[src/rtl/pipe_stage_register_pkg.sv]
`default_nettype none
// ============================================================================
// Module      : pipe_stage_register_pkg
// Description : Shared general definitions for the pipeline-stage register.
//               Holds the stage occupancy state type, the machine word width,
//               the packed control bundle layout and its NOP encoding. It also
//               provides a helper that maps a state to its entry count.
// Revision    : 1.0 - initial release
// ============================================================================
package pipe_stage_register_pkg;

    // Machine word: default width of the datapath payload.
    localparam int unsigned WORD = 32;

    // Occupancy of the two-slot stage register.
    //   EMPTY : nothing held
    //   ONE   : main slot held (drives the outputs)
    //   FULL  : main and skid slots held
    typedef enum logic [1:0] {
        EMPTY = 2'd0,
        ONE   = 2'd1,
        FULL  = 2'd2
    } pipe_state_e;

    // Packed control bundle carried alongside the payload (16 bits).
    typedef struct packed {
        logic       mem_wr;   // memory write enable
        logic       mem_rd;   // memory read enable
        logic       reg_wr;   // register-file write enable
        logic [4:0] rd_sel;   // destination register index
        logic [3:0] alu_op;   // ALU operation select
        logic [1:0] src_sel;  // ALU operand-B source select
        logic [1:0] wb_sel;   // write-back source select
    } ctrl_bundle_t;

    // NOP control word: no memory write, no memory read, no register write.
    localparam ctrl_bundle_t c_ctrl_nop = '0;

    // Number of held entries for a given state.
    function automatic logic [1:0] occupancy_of(input pipe_state_e state);
        logic [1:0] count;
        case (state)
            EMPTY:   count = 2'd0;
            ONE:     count = 2'd1;
            FULL:    count = 2'd2;
            default: count = 2'd0;
        endcase
        return count;
    endfunction

endpackage : pipe_stage_register_pkg
`default_nettype wire

[src/rtl/pipe_stage_register_sat_counter.sv]
`default_nettype none
// ============================================================================
// Module      : sat_counter
// Description : Up-counter that increments by one on each cycle where inc is
//               high and holds at its all-ones value instead of wrapping.
// Ports       : clk_i      - clock
//               reset_n_i  - asynchronous active-low reset, clears the count
//               inc        - increment request for this cycle
//               count      - current count value
// Revision    : 1.0 - initial release
// ============================================================================
module sat_counter
    import pipe_stage_register_pkg::*;
#(
    parameter int unsigned WIDTH = 16
) (
    input  logic             clk_i,
    input  logic             reset_n_i,
    input  logic             inc,
    output logic [WIDTH-1:0] count
);

    localparam logic [WIDTH-1:0] c_count_max = {WIDTH{1'b1}};

    logic [WIDTH-1:0] r_count_q;
    logic [WIDTH-1:0] w_count_d;

    always_comb begin
        w_count_d = r_count_q;
        // Stop at the maximum value rather than wrapping back to zero.
        if (inc && (r_count_q != c_count_max)) begin
            w_count_d = r_count_q + WIDTH'(1);
        end
    end

    always_ff @(posedge clk_i or negedge reset_n_i) begin
        if (!reset_n_i) begin
            r_count_q <= '0;
        end else begin
            r_count_q <= w_count_d;
        end
    end

    assign count = r_count_q;

endmodule : sat_counter
`default_nettype wire

[src/rtl/pipe_stage_register.sv]
`default_nettype none
// ============================================================================
// Module      : pipe_stage_register
// Description : Two-entry skid register for a valid/ready pipeline stage.
//               The main slot drives the outputs. The skid slot absorbs one
//               accept while the downstream stalls. This keeps ready_o a pure
//               function of registered state. Ordering is strict FIFO.
//               flush_i discards everything held and the same-cycle input.
//               A saturating counter records back-pressured cycles.
// Ports       : clk_i          - clock
//               reset_n_i      - asynchronous active-low reset
//               flush_i        - synchronous discard of held/incoming entries
//               valid_i/ready_o- upstream handshake
//               ctrl_i/data_i  - upstream payload
//               valid_o/ready_i- downstream handshake
//               ctrl_o/data_o  - downstream payload (bubble when not valid)
//               occupancy_o    - number of held entries (0..2)
//               stall_count_o  - saturating count of stalled output cycles
// Revision    : 1.0 - initial release
// ============================================================================
module pipe_stage_register
    import pipe_stage_register_pkg::*;
#(
    parameter int unsigned           DATA_WIDTH  = WORD,
    parameter int unsigned           CTRL_WIDTH  = 16,
    parameter logic [CTRL_WIDTH-1:0] CTRL_BUBBLE = CTRL_WIDTH'(c_ctrl_nop),
    parameter int unsigned           CNT_WIDTH   = 16
) (
    input  logic                  clk_i,
    input  logic                  reset_n_i,
    input  logic                  flush_i,
    input  logic                  valid_i,
    output logic                  ready_o,
    input  logic [CTRL_WIDTH-1:0] ctrl_i,
    input  logic [DATA_WIDTH-1:0] data_i,
    output logic                  valid_o,
    input  logic                  ready_i,
    output logic [CTRL_WIDTH-1:0] ctrl_o,
    output logic [DATA_WIDTH-1:0] data_o,
    output logic [1:0]            occupancy_o,
    output logic [CNT_WIDTH-1:0]  stall_count_o
);

    // ------------------------------------------------------------------------
    // State and slot storage
    // ------------------------------------------------------------------------
    pipe_state_e           r_state_q;
    pipe_state_e           w_state_d;

    logic [CTRL_WIDTH-1:0] r_main_ctrl_q;
    logic [CTRL_WIDTH-1:0] w_main_ctrl_d;
    logic [DATA_WIDTH-1:0] r_main_data_q;
    logic [DATA_WIDTH-1:0] w_main_data_d;

    logic [CTRL_WIDTH-1:0] r_skid_ctrl_q;
    logic [CTRL_WIDTH-1:0] w_skid_ctrl_d;
    logic [DATA_WIDTH-1:0] r_skid_data_q;
    logic [DATA_WIDTH-1:0] w_skid_data_d;

    logic                  w_accept;
    logic                  w_emit;
    logic                  w_stall_inc;

    // Handshakes are derived from registered state only, so ready_i never
    // reaches ready_o combinationally.
    assign w_accept    = valid_i && (r_state_q != FULL);
    assign w_emit      = ready_i && (r_state_q != EMPTY);

    // A stalled cycle is one where a valid output is held back downstream.
    // Flush cycles are not counted because the entry is being discarded.
    assign w_stall_inc = (r_state_q != EMPTY) && !ready_i && !flush_i;

    // ------------------------------------------------------------------------
    // State register
    // ------------------------------------------------------------------------
    always_ff @(posedge clk_i or negedge reset_n_i) begin
        if (!reset_n_i) begin
            r_state_q     <= EMPTY;
            r_main_ctrl_q <= '0;
            r_main_data_q <= '0;
            r_skid_ctrl_q <= '0;
            r_skid_data_q <= '0;
        end else begin
            r_state_q     <= w_state_d;
            r_main_ctrl_q <= w_main_ctrl_d;
            r_main_data_q <= w_main_data_d;
            r_skid_ctrl_q <= w_skid_ctrl_d;
            r_skid_data_q <= w_skid_data_d;
        end
    end

    // ------------------------------------------------------------------------
    // Next-state and slot update
    // ------------------------------------------------------------------------
    always_comb begin
        w_state_d     = r_state_q;
        w_main_ctrl_d = r_main_ctrl_q;
        w_main_data_d = r_main_data_q;
        w_skid_ctrl_d = r_skid_ctrl_q;
        w_skid_data_d = r_skid_data_q;

        if (flush_i) begin
            // Flush wins over any accept or emit in the same cycle.
            w_state_d     = EMPTY;
            w_main_ctrl_d = '0;
            w_main_data_d = '0;
            w_skid_ctrl_d = '0;
            w_skid_data_d = '0;
        end else begin
            case (r_state_q)
                EMPTY: begin
                    if (w_accept) begin
                        w_state_d     = ONE;
                        w_main_ctrl_d = ctrl_i;
                        w_main_data_d = data_i;
                    end
                end

                ONE: begin
                    if (w_accept && w_emit) begin
                        // Main leaves and the new entry replaces it directly.
                        w_main_ctrl_d = ctrl_i;
                        w_main_data_d = data_i;
                    end else if (w_accept) begin
                        // Downstream stalled: park the new entry behind main.
                        w_state_d     = FULL;
                        w_skid_ctrl_d = ctrl_i;
                        w_skid_data_d = data_i;
                    end else if (w_emit) begin
                        w_state_d     = EMPTY;
                        w_main_ctrl_d = '0;
                        w_main_data_d = '0;
                    end
                end

                FULL: begin
                    // ready_o is low here, so only an emit can occur.
                    if (w_emit) begin
                        w_state_d     = ONE;
                        w_main_ctrl_d = r_skid_ctrl_q;
                        w_main_data_d = r_skid_data_q;
                        w_skid_ctrl_d = '0;
                        w_skid_data_d = '0;
                    end
                end

                default: begin
                    w_state_d = EMPTY;
                end
            endcase
        end
    end

    // ------------------------------------------------------------------------
    // Outputs
    // ------------------------------------------------------------------------
    always_comb begin
        valid_o     = 1'b0;
        ready_o     = 1'b1;
        ctrl_o      = CTRL_BUBBLE;
        data_o      = '0;
        occupancy_o = occupancy_of(r_state_q);

        case (r_state_q)
            ONE: begin
                valid_o = 1'b1;
                ctrl_o  = r_main_ctrl_q;
                data_o  = r_main_data_q;
            end

            FULL: begin
                valid_o = 1'b1;
                ready_o = 1'b0;
                ctrl_o  = r_main_ctrl_q;
                data_o  = r_main_data_q;
            end

            default: begin
                valid_o = 1'b0;
            end
        endcase
    end

    // ------------------------------------------------------------------------
    // Back-pressure counter
    // ------------------------------------------------------------------------
    sat_counter #(
        .WIDTH     (CNT_WIDTH)
    ) u_stall_counter (
        .clk_i     (clk_i),
        .reset_n_i (reset_n_i),
        .inc       (w_stall_inc),
        .count     (stall_count_o)
    );

endmodule : pipe_stage_register
`default_nettype wire

[config.mk]
export PLATFORM = sky130hd
export DESIGN_NAME = pipe_stage_register
export DESIGN_NICKNAME = d
export VERILOG_FILES = /design/src/rtl/pipe_stage_register_pkg.sv /design/src/rtl/pipe_stage_register_sat_counter.sv /design/src/rtl/pipe_stage_register.sv
export SDC_FILE = /design/constraint.sdc
export NUM_CORES = 1
export LEC_CHECK = 0
export CAP_MARGIN = 25
export CORE_AREA = 2 2 151 153
export DETAILED_ROUTE_END_ITERATION = 7
export DIE_AREA = 0 0 153 155
export PLACE_DENSITY = 0.55
export SLEW_MARGIN = 10
export SYNTH_ARGS = -nofsm -noshare
export SYNTH_HDL_FRONTEND = slang
export SYNTH_SLANG_ARGS = --single-unit
[constraint.sdc]
create_clock -name clk_i -period 2.2 [get_ports clk_i]
set_input_delay 0.55 -clock clk_i [delete_from_list [all_inputs] [get_ports clk_i]]
set_output_delay 0.55 -clock clk_i [all_outputs]
set_load 0.1 [all_outputs]
# [After elaboration in Yosys (flattened, before gate mapping)]
# Index checks and enable logic that the tools add are counted.
[word_totals] out_inout_bits=68 word_cells=66 mem_bits_rw=0 ff_bits=114 romBits=0 mem_count=0 latchBits=0 inputBits=53
[classes] reduce_logical=16 shifts=0 addsub=1 n_bitwise=0 muxes=32 n_lt_le_gt_ge=0 mul=0 n_eq_ne=11 n_div=0
[ops] op="32-bit two-way mux" n=9
[ops] op="16-bit two-way mux" n=9
[ops] op="32-bit case mux with 3 select lines" n=1
[ops] op="32-bit case mux with 2 select lines" n=1
[ops] op="16-bit case mux with 3 select lines" n=1
[ops] op="16-bit case mux with 2 select lines" n=1
[ops] op="16-bit by 1-bit adder with 16-bit output, second input constant" n=1
[ops] op="16-bit != test, second input constant" n=1
[ops] op="2-bit two-way mux" n=6
[ops] op="3-bit != test, second input constant" n=4
[ops] op="4-bit != test, second input constant" n=3
[ops] op="4-bit AND reduction" n=2
[ops] op="1-bit logical AND" n=6
[ops] op="2-bit case mux with 3 select lines" n=1
[ops] op="5-bit AND reduction" n=1
[ops] op="2-bit case mux with 2 select lines" n=1
[ops] op="4-bit nonzero test" n=1
[ops] op="3-bit nonzero test" n=1
[ops] op="2-bit by 1-bit equality test with 1-bit output, second input constant" n=1
[ops] op="2-bit equality test, second input constant" n=1
[ops] op="1-bit zero test" n=2
[ops] op="2-bit zero test" n=1
[ops] op="1-bit two-way mux" n=2
[ops] op="2-bit != test, second input constant" n=1
[ops] op="2 further kinds" n=2

# [Longest topological paths before layout]
[logic_depth] depth_word=7 ltp_mapped=9

# [Hierarchy]
# Synthesis repeated with hierarchy kept, for this count alone.
[unflattened] hier_cells=657 area_unflattened_um2=6531.3
[by_module_without_submodules] mod="pipe_stage_register" instances=1 cells_each=580 area_per_inst_um2=5646.7
[by_module_without_submodules] mod="sat_counter" instances=1 cells_each=77 area_per_inst_um2=884.6

# [Worst setup path before layout]
# No wires, ideal clock.
[synth_path] path_type="reg-to-output" startpoint="register r_state_q[1]" endpoint="output ctrl_o[0]" t_arrival_ps=2611 path_slack_ps=-961 stages_incl_launch_ff=6 path_cell_list="dfrtp_1 > inv_1 > ha_1 > clkbuf_1 > clkbuf_1 > and2_1"
[synth_between] elab_chain_len=3 word_cells_on_any_way=4
[synth_rtl] element="from (decl)" line_no="pipe_stage_register.sv:47" text="pipe_state_e r_state_q;"
[synth_rtl] element="from (signal assigned)" line_no="pipe_stage_register.sv:84" text="r_state_q <= w_state_d;"
[synth_rtl] element="2-bit equality test / 2-bit by 1-bit equality test with 1-bit output (equally long branches)" line_no="pipe_stage_register.sv:164" text="case (r_state_q)"
[synth_rtl] element="2-bit OR reduction (no source line) *"
[synth_rtl] element="16-bit two-way mux *" line_no="pipe_stage_register.sv:164"
[synth_rtl] element="to (decl)" line_no="pipe_stage_register.sv:38" text="output logic [CTRL_WIDTH-1:0] ctrl_o,"
# Mark *: on every way between the ends. The rest lies on a longest branch, timed or not.

# [Final worst setup path]
[layout_path] startpoint="register r_state_q[1]" endpoint="output data_o[6]"
[layout_between] elab_chain_len=3 word_cells_on_any_way=4
[layout_rtl] element="2-bit equality test / 2-bit by 1-bit equality test with 1-bit output (equally long branches)" line_no="pipe_stage_register.sv:164"
[layout_rtl] element="2-bit OR reduction (no source line) *"
[layout_rtl] element="32-bit two-way mux *" line_no="pipe_stage_register.sv:164"
[layout_rtl] element="to (decl)" line_no="pipe_stage_register.sv:39" text="output logic [DATA_WIDTH-1:0] data_o,"
# Marks and branches as above.

==> impl_metrics.toml <==
[outcome]
outcome = "complete, but fails checks"
violations = "design-rule violations, negative setup slack"

[yosys]
ys_async_sr_fraction = 1.00
ys_ff_latch = 114
syn_area_mm2 = 0.00544
synth_nets = 560
syn_area_per_cell_um2 = 10.9
synth_ff_type = "dfrtp_1"
seq_area_frac_synth = 0.524
netlist-cell-type-count = 44
synthCells = 501
yosys_warnings = 0
synth-edff-count = 0

[flow_run]
maxCapViolCount = 0

[pwr]
leakage_uw = 0.00381
finalPower_uw = 13000
vdd_drop_max_v = 0.000658
power_density_mw_per_mm2 = 1480

[floorplanning]
die_area_mm2 = 0.0237
rows = 55
die_h_um = 155
core_region_area_mm2 = 0.0222
num_io_pins = 121
initial_core_util = 0.245
dieWidth_um = 153

[placed_design]
place_congestion = 0.771
post-dp-hpwl_um = 11600
place.port_buffers = 120
pre_cts_ws_ns = -0.256
dpl_cell_area_mm2 = 0.00793

[cts]
clk_path_buf_depth = 2
clock-sinks = 114
clk_latency_ns = 0.41
ctsHoldBuffers = 0
cts_root_buf = "clkbuf_16"
htree_levels = 4
cts_tree = "done"
cts.clk_slew.worst_paths_ns = 0.05
numCtsBuffers = 17

[min_path]
hp-class = "primary input to async pin"

[worst_setup_path]
crit_fanout = 25
critPathLaunch = "r_state_q[1]"
worst-setup-path-type = "register to output port"
timing.rr.end = "r_main_data_q[10]"
reg2reg_slack_ns = -0.07
ff2ff_path_depth = 8
critPathArrivalTime_ns = 1.73
end_kind = "output port"
worst_setup_path_start_kind = "register"
rr_startpoint = "r_state_q[0]"
cp_data_required_time_ns = 1.65

[timing]
fmax_mhz = 438
setup_violations = 85
worst_slew_pin_slew_ns = 0.539
max_slew_margin = 0.641
finalCriticalPeriod_ns = 2.28
fin_ws_ns = -0.0837
fin_crit_sh = 1.04
finalClockSkew_ns = 0.0116
rsz0062_at_grt = "yes"
hold_viol_final = 0
slew_violations = 0

[routing]
wire_per_inst_um = 19.9
postRouteAntennaNets = 0
post_drt_via_cell_ratio = 5.28
wirelength_um = 18700
drt_iter0_drc = 704
vias = 4967
dr.pass1.iters = 8
route.detailed.drc = 1

[cells_and_area]
fin_nets = 701
layout_common_cells = "nor3_1, dfrtp_1, buf_12"
final_common_cell = "nor3_1"
n_antenna_cell = 0
synthToLayoutAreaGrowth_pct = 61.1
fillers = 2104
fin_area_mm2 = 0.00876
drive_above_1_share = 0.368

[global_route]
overflow = 0
antenna_found_initial = 0
grt_pass1_vias = 5111
grt_use_total = 0.148
grt_first_pass_wirelength_um = 27900
grt_max_degree = 49
through the flow:
stage / util / setup TNS, ns / hold slack [ns] / std cells
floorplan: - / -2.03 / 0.254 / 501
global placement: 0.357 / -16.27 / 0.469 / 892
detailed placement: 0.357 / -16.34 / 0.470 / 892
CTS: 0.388 / -2.80 / 0.130 / 932
global route: 0.394 / -10.17 / 0.147 / 940
finish: 0.394 / -3.38 / 0.124 / 940
registers in the layout, summed over array words and instances, names as in the netlist:
name / cells
r_main_ctrl_q: 16
r_main_data_q: 32
r_skid_ctrl_q: 16
r_skid_data_q: 32
r_state_q: 2
u_stall_counter.count: 16
cell usage after synthesis (all sizes together) (4+ instances only):
master | count | area [um^2]
a222oi | 47 | 470
a22o | 48 | 420
and2 | 49 | 307
buf | 23 | 135
clkbuf | 29 | 109
dfrtp | 114 | 2850
ha | 6 | 75.1
inv | 4 | 15.0
nand2 | 6 | 22.5
nand3 | 6 | 30.0
nand4 | 5 | 37.5
nor2 | 8 | 30.0
nor3 | 105 | 531
o21ai | 6 | 30.0
xnor2 | 5 | 43.8
xor2 | 9 | 78.8
logic make-up (layout without fill, tap and decap cells):
logic type | count (synthesis) | count (layout) | share of synthesized area
muxes | 2 | 2 | 0.00414
xor gates and xnor gates | 14 | 14 | 0.0225
and+or+nand+nor | 199 | 199 | 0.205
AOI/OAI and AO/OA | 110 | 110 | 0.183
adders and majority gates | 6 | 6 | 0.0138
buffers and inverters | 56 | 210 | 0.0476
DFF | 114 | 114 | 0.524
per-layer routing:
metal | share of wire | GRT usage
met1 | 0.42 | 0.189
met2 | 0.50 | 0.255
met3 | 0.066 | 0.0329
met4 | 0.013 | 0.0410
met5 | 0 | 0
worst max-delay path by stage:
stage,end,slack [ns],cells after the start
2_1_floorplan,data_o[10],-0.07,4
3_3_place_gp,r_main_data_q[18],-0.22,6
3_5_place_dp,r_main_data_q[15],-0.26,6
4_1_cts,data_o[6],-0.09,5
5_1_grt,data_o[0],-0.16,5
6_report,data_o[6],-0.08,5
where the power goes:
group	leakage [uW]	internal, uW	switching [uW]
logic	0.00200	2920	4270
registers	0.00151	2660	388
clock network	0.000295	1770	959
total	0.00381	7360	5620
area by class of cell:
class	instances	area, um^2	share of cell area
multi-input cells	331	2560	0.292
flip-flops and latches	114	2870	0.328
inverters	4	21.3	0.00243
clock inverters	10	106	0.0121
repair buffers	174	2360	0.269
well taps	285	357	0.0407
clock buffers	22	484	0.0553
what timing repair did:
| action | 4_1_cts | 5_1_grt |
|---|---|---|
| pin swaps | 7 | 18 |
| gates resized for setup | 21 | 5 |
| cloned | 0 | 6 |
| endpoints found under the setup margin | 50 | 96 |
| buffers inserted | 8 | 2 |
critical path: stages, from the launching register on:
cell	delay [ns]
dfrtp_2	0.41
inv_4	0.06
ha_4	0.33
buf_12	0.18
and2_4	0.17
buf_12	0.16
Note: power is estimated with default switching activity, not from simulation.
